--- config.mk ---
export PLATFORM = sky130hd
export DESIGN_NAME = axicb_qos_arbiter_flat
export DESIGN_NICKNAME = d
export VERILOG_FILES = /design/src/rtl/axicb_qos_arbiter_if.sv /design/src/rtl/axicb_qos_arbiter.sv /design/src/flat_wrapper.sv
export SDC_FILE = /design/constraint.sdc
export NUM_CORES = 1
export LEC_CHECK = 0
export CORE_ASPECT_RATIO = 1.1
export CORE_MARGIN = 2
export CORE_UTILIZATION = 49
export DETAILED_ROUTE_END_ITERATION = 6
export PLACE_DENSITY = 0.66
export SLEW_MARGIN = 30
export SYNTH_ARGS = -nofsm -noshare
export SYNTH_HDL_FRONTEND = slang
export SYNTH_SLANG_ARGS = --single-unit
export TNS_END_PERCENT = 50
--- constraint.sdc ---
create_clock -name aclk -period 2.8 [get_ports aclk]
set_input_delay 0.84 -clock aclk [delete_from_list [all_inputs] [get_ports aclk]]
set_output_delay 0.84 -clock aclk [all_outputs]
set_load 0.01 [all_outputs]
--- src/rtl/axicb_qos_arbiter_if.sv ---
// Request/grant bundle between the crossbar address-channel mux and its QoS arbiter.
// master drives requests, handshakes and completions; slave (the arbiter) returns grants.
interface axicb_qos_arbiter_if #(
    parameter int REQ_NB = 4
);
    logic [REQ_NB-1:0] req;
    logic              en;
    logic [REQ_NB-1:0] done;
    logic [REQ_NB-1:0] grant;
    logic              grant_valid;
    logic [REQ_NB-1:0] ostd_full;
    logic              timeout;

    modport master (
        output req, en, done,
        input  grant, grant_valid, ostd_full, timeout
    );

    modport slave (
        input  req, en, done,
        output grant, grant_valid, ostd_full, timeout
    );
endinterface

--- src/rtl/axicb_qos_arbiter.sv ---
// Credit-based weighted round-robin arbiter with per-requester outstanding limit and grant timeout.
// Latency: req->grant 1 cycle; backpressure: grant held until en, req drop or timer expiry.
module axicb_qos_arbiter #(
    parameter int REQ_NB         = 4,
    parameter int WEIGHT_W       = 4,
    parameter int REQ0_WEIGHT    = 1,
    parameter int REQ1_WEIGHT    = 1,
    parameter int REQ2_WEIGHT    = 1,
    parameter int REQ3_WEIGHT    = 1,
    parameter int MAX_OSTD       = 8,
    parameter int TIMEOUT_ENABLE = 1,
    parameter int TIMEOUT_CYCLES = 256
) (
    input  logic                aclk,
    input  logic                aresetn,
    input  logic                srst,
    axicb_qos_arbiter_if.slave  bus
);

    localparam int OSTD_W = $clog2(MAX_OSTD + 1);
    localparam int PTR_W  = (REQ_NB > 1) ? $clog2(REQ_NB) : 1;
    localparam int TMR_W  = $clog2(TIMEOUT_CYCLES);

    typedef enum logic [1:0] {S_IDLE, S_REFILL, S_GRANT} state_t;

    state_t              state_q, state_d;
    logic [REQ_NB-1:0]   grant_q, grant_d;
    logic                grant_valid_q;
    logic                timeout_q, timeout_d;
    logic [PTR_W-1:0]    ptr_q, ptr_d;
    logic [PTR_W-1:0]    gidx_q, gidx_d;
    logic [TMR_W-1:0]    timer_q, timer_d;
    logic [WEIGHT_W-1:0] credit_q [REQ_NB];
    logic [OSTD_W-1:0]   ostd_q   [REQ_NB];
    logic [OSTD_W-1:0]   ostd_d   [REQ_NB];
    logic [REQ_NB-1:0]   ostd_full_q;
    logic [REQ_NB-1:0]   open_req, eligible, take_vec;
    logic [PTR_W-1:0]    pick_idx;
    logic                pick_vld, take, refill;

    // A programmed weight of zero still earns one grant per round.
    function automatic logic [WEIGHT_W-1:0] weight_of(input int i);
        int w;
        case (i)
            0:       w = REQ0_WEIGHT;
            1:       w = REQ1_WEIGHT;
            2:       w = REQ2_WEIGHT;
            default: w = REQ3_WEIGHT;
        endcase
        if (w == 0) w = 1;
        return w[WEIGHT_W-1:0];
    endfunction

    function automatic logic [PTR_W-1:0] ptr_inc(input logic [PTR_W-1:0] p);
        return (p == PTR_W'(REQ_NB - 1)) ? '0 : p + 1'b1;
    endfunction

    always_comb begin
        for (int i = 0; i < REQ_NB; i++) begin
            open_req[i] = bus.req[i] && (ostd_q[i] < OSTD_W'(MAX_OSTD));
            eligible[i] = open_req[i] && (credit_q[i] != '0);
        end
    end

    // Scan from the highest offset down so the entry nearest the pointer wins.
    always_comb begin
        int               idx;
        logic [PTR_W-1:0] idx_v;
        idx      = 0;
        idx_v    = '0;
        pick_vld = 1'b0;
        pick_idx = '0;
        for (int k = REQ_NB - 1; k >= 0; k--) begin
            idx   = (int'(ptr_q) + k) % REQ_NB;
            idx_v = idx[PTR_W-1:0];
            if (eligible[idx_v]) begin
                pick_vld = 1'b1;
                pick_idx = idx_v;
            end
        end
    end

    always_comb begin
        state_d   = state_q;
        grant_d   = grant_q;
        gidx_d    = gidx_q;
        ptr_d     = ptr_q;
        timer_d   = '0;
        timeout_d = 1'b0;
        take      = 1'b0;
        refill    = 1'b0;
        unique case (state_q)
            S_IDLE: begin
                if (pick_vld) begin
                    grant_d           = '0;
                    grant_d[pick_idx] = 1'b1;
                    gidx_d            = pick_idx;
                    state_d           = S_GRANT;
                end else if (|open_req) begin
                    state_d = S_REFILL;
                end
            end
            S_REFILL: begin
                refill  = 1'b1;
                state_d = S_IDLE;
            end
            S_GRANT: begin
                if (bus.en) begin
                    take    = 1'b1;
                    grant_d = '0;
                    ptr_d   = ptr_inc(gidx_q);
                    state_d = S_IDLE;
                end else if (!bus.req[gidx_q]) begin
                    grant_d = '0;
                    state_d = S_IDLE;
                end else if (TIMEOUT_ENABLE != 0 && timer_q == TMR_W'(TIMEOUT_CYCLES - 1)) begin
                    timeout_d = 1'b1;
                    grant_d   = '0;
                    ptr_d     = ptr_inc(gidx_q);
                    state_d   = S_IDLE;
                end else begin
                    timer_d = timer_q + 1'b1;
                end
            end
            default: state_d = S_IDLE;
        endcase
    end

    always_ff @(posedge aclk or negedge aresetn) begin
        if (!aresetn) begin
            state_q       <= S_IDLE;
            grant_q       <= '0;
            grant_valid_q <= 1'b0;
            timeout_q     <= 1'b0;
            ptr_q         <= '0;
            gidx_q        <= '0;
            timer_q       <= '0;
        end else if (srst) begin
            state_q       <= S_IDLE;
            grant_q       <= '0;
            grant_valid_q <= 1'b0;
            timeout_q     <= 1'b0;
            ptr_q         <= '0;
            gidx_q        <= '0;
            timer_q       <= '0;
        end else begin
            state_q       <= state_d;
            grant_q       <= grant_d;
            grant_valid_q <= |grant_d;
            timeout_q     <= timeout_d;
            ptr_q         <= ptr_d;
            gidx_q        <= gidx_d;
            timer_q       <= timer_d;
        end
    end

    assign take_vec = take ? grant_q : '0;

    // An accept and a completion in the same cycle cancel out.
    always_comb begin
        for (int i = 0; i < REQ_NB; i++) begin
            ostd_d[i] = ostd_q[i];
            if (take_vec[i] && !bus.done[i]) begin
                ostd_d[i] = ostd_q[i] + 1'b1;
            end else if (!take_vec[i] && bus.done[i] && ostd_q[i] != '0) begin
                ostd_d[i] = ostd_q[i] - 1'b1;
            end
        end
    end

    always_ff @(posedge aclk or negedge aresetn) begin
        if (!aresetn) begin
            for (int i = 0; i < REQ_NB; i++) begin
                credit_q[i]    <= weight_of(i);
                ostd_q[i]      <= '0;
                ostd_full_q[i] <= 1'b0;
            end
        end else if (srst) begin
            for (int i = 0; i < REQ_NB; i++) begin
                credit_q[i]    <= weight_of(i);
                ostd_q[i]      <= '0;
                ostd_full_q[i] <= 1'b0;
            end
        end else begin
            for (int i = 0; i < REQ_NB; i++) begin
                if (refill) begin
                    credit_q[i] <= weight_of(i);
                end else if (take_vec[i]) begin
                    credit_q[i] <= credit_q[i] - 1'b1;
                end
                ostd_q[i]      <= ostd_d[i];
                ostd_full_q[i] <= (ostd_d[i] == OSTD_W'(MAX_OSTD));
            end
        end
    end

    assign bus.grant       = grant_q;
    assign bus.grant_valid = grant_valid_q;
    assign bus.ostd_full   = ostd_full_q;
    assign bus.timeout     = timeout_q;

endmodule

--- src/flat_wrapper.sv ---
// flat-port wrapper written by rule: the top's interface ports become plain ports
module axicb_qos_arbiter_flat 
#(
    parameter int REQ_NB         = 4,
    parameter int WEIGHT_W       = 4,
    parameter int REQ0_WEIGHT    = 1,
    parameter int REQ1_WEIGHT    = 1,
    parameter int REQ2_WEIGHT    = 1,
    parameter int REQ3_WEIGHT    = 1,
    parameter int MAX_OSTD       = 8,
    parameter int TIMEOUT_ENABLE = 1,
    parameter int TIMEOUT_CYCLES = 256
)
  (aclk, aresetn, srst, bus_req, bus_en, bus_done, bus_grant, bus_grant_valid, bus_ostd_full, bus_timeout);
  axicb_qos_arbiter_if #(.REQ_NB(REQ_NB)) bus_i ();
  input  logic aclk;
  input  logic aresetn;
  input  logic srst;
  input wire logic [$bits(bus_i.req)-1:0] bus_req;
  input wire logic [$bits(bus_i.en)-1:0] bus_en;
  input wire logic [$bits(bus_i.done)-1:0] bus_done;
  output wire logic [$bits(bus_i.grant)-1:0] bus_grant;
  output wire logic [$bits(bus_i.grant_valid)-1:0] bus_grant_valid;
  output wire logic [$bits(bus_i.ostd_full)-1:0] bus_ostd_full;
  output wire logic [$bits(bus_i.timeout)-1:0] bus_timeout;
  assign bus_i.req = bus_req;
  assign bus_i.en = bus_en;
  assign bus_i.done = bus_done;
  assign bus_grant = bus_i.grant;
  assign bus_grant_valid = bus_i.grant_valid;
  assign bus_ostd_full = bus_i.ostd_full;
  assign bus_timeout = bus_i.timeout;
  axicb_qos_arbiter #(.REQ_NB(REQ_NB), .WEIGHT_W(WEIGHT_W), .REQ0_WEIGHT(REQ0_WEIGHT), .REQ1_WEIGHT(REQ1_WEIGHT), .REQ2_WEIGHT(REQ2_WEIGHT), .REQ3_WEIGHT(REQ3_WEIGHT), .MAX_OSTD(MAX_OSTD), .TIMEOUT_ENABLE(TIMEOUT_ENABLE), .TIMEOUT_CYCLES(TIMEOUT_CYCLES)) u_core (.aclk(aclk), .aresetn(aresetn), .srst(srst), .bus(bus_i));
endmodule
==> results of run 1 <==
-- cell usage in the layout, fill, tap and decap left out, types with 5 or more instances in the layout --
master,synthesis,final
a211oi_1,10,10
a21oi_1,15,15
and3_1,5,5
buf_4,0,14
clkbuf_8,0,6
clkdlybuf4s50_1,0,20
dfrtp_1,52,52
ha_1,18,18
inv_1,24,24
nand2_1,26,26
nand2b_1,5,5
nand3_1,21,21
nor2_1,54,54
nor4_1,9,9
xnor2_1,11,11
xor2_1,11,11
-- power groups by stage --
stage          clock, mW  combinational, mW  sequential [mW]
2_1_floorplan          0              0.884             1.09
3_3_place_gp           0               1.14             1.13
3_5_place_dp           0               1.16             1.13
4_1_cts            0.475               1.17             1.12
5_1_grt            0.505               1.31             1.14
6_report           0.456               1.17             1.12
-- kinds of logic (layout without fill, tap and decap cells) --
kind of cell,after synthesis,after routing
AOI/OAI and AO/OA,61,61
DFF,56,56
adders and majority gates,18,18
buffers and inverters,38,67
muxes,7,7
and+or+nand+nor,162,162
xor gates and xnor gates,22,22
-- cells in the mapped netlist (4+ instances only) --
library cell  number
mux2i_1            4
buf_6              4
nand2_1           26
and4b_1            4
dfrtp_1           52
nor3_1             4
a311oi_1           4
nor2b_1            4
a32o_1             4
nor3b_1            4
nand4b_1           4
nand2b_1           5
dfstp_2            4
a211oi_1          10
nor4_1             9
xnor2_1           11
a21oi_1           15
nand4_1            4
nand3_1           21
clkbuf_1           7
nor2_1            54
and3_1             5
ha_1              18
o21ai_0            4
xor2_1            11
inv_1             24
-- sequential cells by signal (all words and copies together), names as in the netlist, 2 cells and up --
signal,cells
u_core.ostd_q,16
u_core.state_q,2
u_core.ptr_q,2
u_core.timer_q,8
u_core.credit_q,16
u_core.bus.grant,4
u_core.bus.ostd_full,4
u_core.gidx_q,2
-- worst max-delay path, stage by stage --
cell             delay [ns]
clkdlybuf4s50_1        0.60
and4b_1                0.34
a21oi_1                0.32
mux2_2                 0.38
a211oi_1               0.23
-- routing by layer --
metal,routed length [µm],track usage
met5,0,0
met4,74,0.04839
met3,280,0.03727
met2,3482,0.3522
met1,3460,0.2718
-- layout make-up --
cell class | instances | area [µm²] | share of cell area
Sequential cell | 56 | 1406 | 0.3682
Timing Repair Buffer | 35 | 310.3 | 0.08123
Clock buffer | 6 | 82.58 | 0.02162
Tap cell | 82 | 102.6 | 0.02686
Inverter | 24 | 90.09 | 0.02358
Multi-Input combinational cell | 270 | 1818 | 0.4759
Clock inverter | 2 | 10.01 | 0.002620
-- worst min path at each step --
stage | slack (ns) | end | cells past startpoint | startpoint
floorplan | 0.45 | u_core.timer_q[0] | 1 | u_core.timer_q[0]
global placement | 0.48 | u_core.credit_q[12] | 2 | u_core.credit_q[12]
detailed placement | 0.49 | u_core.timer_q[0] | 1 | u_core.timer_q[0]
CTS | 0.51 | u_core.timer_q[0] | 1 | u_core.timer_q[0]
global route | 0.53 | u_core.timer_q[0] | 1 | u_core.timer_q[0]
finish | 0.50 | u_core.timer_q[0] | 1 | u_core.timer_q[0]
-- per-stage QoR --
step                      utilization  cell area (µm²)  instances  setup slack, ns
after global placement         0.5587             3727        467          0.02060
final                          0.5726             3820        475           0.3039
after floorplan                     -             3401        364           0.5655
after CTS                      0.5726             3820        475           0.3180
after global routing           0.5726             3820        475           0.1532
after detailed placement       0.5587             3727        467         0.004070
==> qor.txt, run 1 <==
Status = finished, final reports clean
Antenna violations before repair = 0
Comb power frac = 0.427
Worst R2R Path Depth = 7
Unrepaired setup endpoints after global routing = no
TritonCTS clock tree = built
RR Startpoint = u_core.credit_q[9]
Final-layout worst hold slack = 0.4980 ns
Aggregate global-route resource usage = 0.2058
Endpoint class of the critical path = register
Power Density = 717.9 nW/µm²
Simple-gate area share of the yosys netlist = 0.2509
Clock buffer count from CTS = 5
Layout filler cell count = 622
# resized after CTS = 0
Critical Path Source Type = input pin
Fin nets = 422
Pin count of the biggest net entering global routing = 33
Number of nets produced by synthesis = 394
Max Fanout on Critical Path = 9
Number of slew-limit violations in the final report = 0
Switching pwr = 1.040 mW
Required time of the critical path = 3.02 ns
Clk sink count = 56
Final setup violation count = 0
Clk root buf = clkbuf_8
Complex-gate fraction of the synthesized area = 0.1347
Seq pwr share = 0.407
Layout overhead on the synthesized area = 12.33%
Switching share of total power = 0.3794
Final weighted congestion in routability-driven placement = 0.8433
Total of hold buffers inserted after clock tree synthesis = 0
Die area = 7623 µm²
Worst-case clock skew = 0.004551 ns
Clock share of power = 0.166
Number of flops mapped to enable cells by yosys = 0
Final period demand of the worst path = 2.496 ns
Mean post-synth cell area = 9.343 µm²
Final cycle utilization of the critical path = 0.8915
Endpoint of the most critical register-to-register path = u_core.bus.grant[1]
Largest family of logic cells by synthesized area = simple AND/OR/NAND/NOR gates
Leak = 1.703 nW
Class of the most critical hold timing path = register to register
Wire length of the first global-routing pass = 13000 µm
Number of setup buffers added after CTS = 0
Vias per cell = 5.802
First drt pass iteration count = 4
Flop2flop setup slack = 0.53 ns
Arr. time, crit path = 2.71 ns
CORE AREA = 6671 µm²
Yosys Warn Count = 0
Fraction of synthesized area in multiplexers = 0.02612
Setup Crit Path Kind = input pin to register
Critical path startpoint = bus_en
F_max = 400.6 MHz
Most instantiated flip-flop cell in the synthesis netlist = dfrtp_1
Hpwl dp = 5278 µm
Measured slew at the worst slew-check pin = 0.6129 ns
Die Height = 91.38 µm
H-tree Lvls = 2
Yosys top cell by area = dfrtp_1
Maximum clock path buffer count = 2
Sum of negative setup slack = 0 ns
Total power consumption of the routed design = 2.742 mW
Clock transition time at the flip-flop clock pins of the worst setup and hold paths = 0.10 ns
Post-synthesis adder-cell area fraction = 0.06623
Total congestion overflow after global routing = 0
Max-capacitance violation count = 0
Detailed router's first-iteration violation count = 141
Initial cell density of the core = 0.5098
Vias in the first global route = 2814
Count of standard-cell rows = 31
Final antenna diode count = 0
Number of distinct library cell variants in the gate-level netlist after synthesis = 56
Fraction of layout instances using a drive strength above 1 = 0.09924
Worst ir drop on vdd = 0.3517 mV
Synthesis-stage register bit count = 56
Async set or reset register ratio after synthesis = 1.000
Syn Inst Count = 364
Buffers added on ports = 21
WL per Instance = 15.36 µm
Capturing instance or port of the critical path = u_core.ostd_q[13]
Overall die width = 83.43 µm
Share of the synthesized area in the top cell type = 0.3826
Total wirelength of the detailed-routed design = 7297 µm
Worst slew margin relative to its limit = 0.5914
Total number of vias = 2756
Internal power = 1.702 mW
DRC viols = 0
Most area-consuming cells after synthesis = dfrtp_1 (38%), ha_1 (6.6%), nor2_1 (6.0%)
Share of synthesized area occupied by flip-flops and latches = 0.4135
Post-synthesis xor/xnor area fraction = 0.05666
Post-route antenna net violation count = 0
Hold Violations, Final = 0
Number of placed I/O pins = 22
Clk_lat worst skew = 0.31 ns
Combined area of all synthesized cells = 3401 µm²
Power figures use the tool's default switching activity.
==> run 2: changes to the inputs <==
--- a/config.mk
+++ b/config.mk
@@ -10,7 +10,7 @@
 export CORE_UTILIZATION = 49
 export DETAILED_ROUTE_END_ITERATION = 6
 export PLACE_DENSITY = 0.66
-export SLEW_MARGIN = 30
+export SLEW_MARGIN = 20
 export SYNTH_ARGS = -nofsm -noshare
 export SYNTH_HDL_FRONTEND = slang
 export SYNTH_SLANG_ARGS = --single-unit
==> results of run 2 <==
No change in the layout: final DEF, timing and power equal those of run 1.
==> variant (flow settings as in run 2) <==
Make the reset (`aresetn`) synchronous in 2 clocked blocks.
--- a/src/rtl/axicb_qos_arbiter.sv
+++ b/src/rtl/axicb_qos_arbiter.sv
@@ -127,5 +127,5 @@
     end
 
-    always_ff @(posedge aclk or negedge aresetn) begin
+    always_ff @(posedge aclk) begin
         if (!aresetn) begin
             state_q       <= S_IDLE;
@@ -169,5 +169,5 @@
     end
 
-    always_ff @(posedge aclk or negedge aresetn) begin
+    always_ff @(posedge aclk) begin
         if (!aresetn) begin
             for (int i = 0; i < REQ_NB; i++) begin
Function: differs if aresetn is asserted again (counterexample within 4 cycles, from zero or initial values and one cycle with aresetn low); with aresetn held inactive, the same outputs for 4 cycles.
==> variant against run 2 <==
  * Core utilization fell by 0.082 points
  * Worst setup slack gained 1.8 ps
  * Final cell count down 1.5%
  * Area after synthesis fell by 4.8%
  * Sequential cell count did not move
  * Routed wire length down 11%
  * Sequential share of layout area is 0.059 points lower
  * Maximum frequency hardly changed
  * Largest cell class unchanged
  * Cell area down 3.0%
Power is not compared: it rests on default switching activity, and its combinational part moved more than twofold at a synthesized area within 25%.
==> variant: results (changes against run 2) <==
run_status:
  status: "complete, no violations"
global_routing:
  grt_start_max_net_pins: 24  # -27%
  grt_pass1_vias: 2462  # -13%
  grt_use_total: 0.194  # -0.0121
  grt_first_pass_wirelength_um: 10900  # -16%
yosys:
  synth.avg_cell_area_um2: 9.39  # +0.46%
  ys_top_cells_by_count: "50 x nor2_1, 32 x dfxtp_1, 27 x inv_1, 24 x edfxtp_1, 18 x nand2_1"
  synthTopCellsByArea: "edfxtp_1 22%, dfxtp_1 20%, ha_1 5.8%"
  synthFlopType: "dfxtp_1"
  ys_seq_area_frac: 0.420  # +0.00686
  ys_types: 65  # +16%
  synth_edf_count: 24  # +24
final_layout:
  fin_nets: 412  # -2.4%
  layout-drive-gt1-share: 0.104  # +0.00439
  fillers: 590  # -5.1%
  fin_cells: 468  # -1.5%
place:
  place_ws_ps: 9.12  # +5.05 ps
  hpwlAfterDp_um: 4990  # -5.4%
  globalplace.congestion: 0.895  # +6.2%
sta:
  fin_skew_ps: 7.77  # +3.21 ps
  relSlewSlack: 0.657  # +0.0659
  timing.final.crit_share: 0.891  # about the same
critical_path:
  regToRegEndpoint: "u_core.bus.grant[0]"
  regToRegStartpoint: "u_core.credit_q[2][0]"
  cp_max_fo: 7  # -2
  crit_end: "u_core.bus.ostd_full[1]"
  critPathArrivalTime_ps: 2740  # +30 ps
drt:
  num_vias: 2598  # -5.7%
  drt_iter0_markers: 125  # -11%
  wl_per_cell_um: 13.9  # -9.4%
clocking:
  ctsResizeCount: 0  # unchanged
==> variant: changes by cell type after synthesis, moves of 5 or more <==
cell             run 2  this run
xor2_1              11         6
nand2_1             26        18
dfrtp_1             52         0
a21oi_1             15         8
edfxtp_1             0        24
nor4_1               9         2
dfxtp_1              0        32
nor3_1               4        10
or2_2                1         6
xnor2_1             11        16
nand3_1             21        14
==> variant: power groups by stage <==
| stage | Combinational [mW] | Clock [mW] | Sequential (mW) |
|---|---|---|---|
| after global placement | 0.200 | 0 | 0.924 |
| after detailed placement | 0.202 | 0 | 0.925 |
| after floorplan | 0.140 | 0 | 0.917 |
| after global routing | 0.227 | 0.481 | 0.911 |
| after CTS | 0.203 | 0.441 | 0.906 |
| final | 0.204 | 0.425 | 0.906 |
==> variant: final cells by class <==
cell class,count,area share
multi-input combinational,264,0.478
sequential,56,0.368
timing repair buffer,31,0.0770
tap,82,0.0277
inverter,27,0.0274
clock buffer,7,0.0206
clock inverter,1,0.00135
==> variant: cell families after synthesis <==
kind of cell / after synthesis / share of synthesized area
compound gates: 62 / 0.145
simple gates: 147 / 0.248
fa+ha+maj: 15 / 0.0580
mux: 6 / 0.0228
buf+inv: 36 / 0.0452
xor+xnor: 22 / 0.0595
other cells: 1 / 0.00116
flops: 56 / 0.420
==> variant: how the worst min path moves through the flow <==
stage | start | end | slack [ps] | cells past startpoint
final | u_core.timer_q[0] | u_core.timer_q[0] | 460 | 1
after global routing | u_core.timer_q[0] | u_core.timer_q[0] | 500 | 1
after CTS | u_core.timer_q[0] | u_core.timer_q[0] | 470 | 1
after detailed placement | u_core.timer_q[0] | u_core.timer_q[0] | 450 | 1
after global placement | u_core.timer_q[0] | u_core.timer_q[0] | 440 | 1
after floorplan | u_core.timer_q[0] | u_core.timer_q[0] | 430 | 1
==> variant: metrics by stage <==
stage	utilization	area [um^2]
3_5_place_dp	0.559	3620
6_report	0.572	3700
2_1_floorplan	-	3280
3_3_place_gp	0.559	3620
4_1_cts	0.572	3700
5_1_grt	0.572	3700
==> variant: layer usage <==
metal / GRT usage / up-vias / share of wire
li1: - / 1312 / -
met1: 0.247 / 1219 / 0.48
met2: 0.329 / 56 / 0.46
met3: 0.0394 / 11 / 0.039
met4: 0.0632 / 0 / 0.019
met5: 0 / - / 0
==> variant: critical path, stage by stage <==
cell	delay [ps]
clkdlybuf4s50_1	590
nand4b_1	290
or2_2	390
o21ai_0	240
a221oi_1	140
and4b_1	260
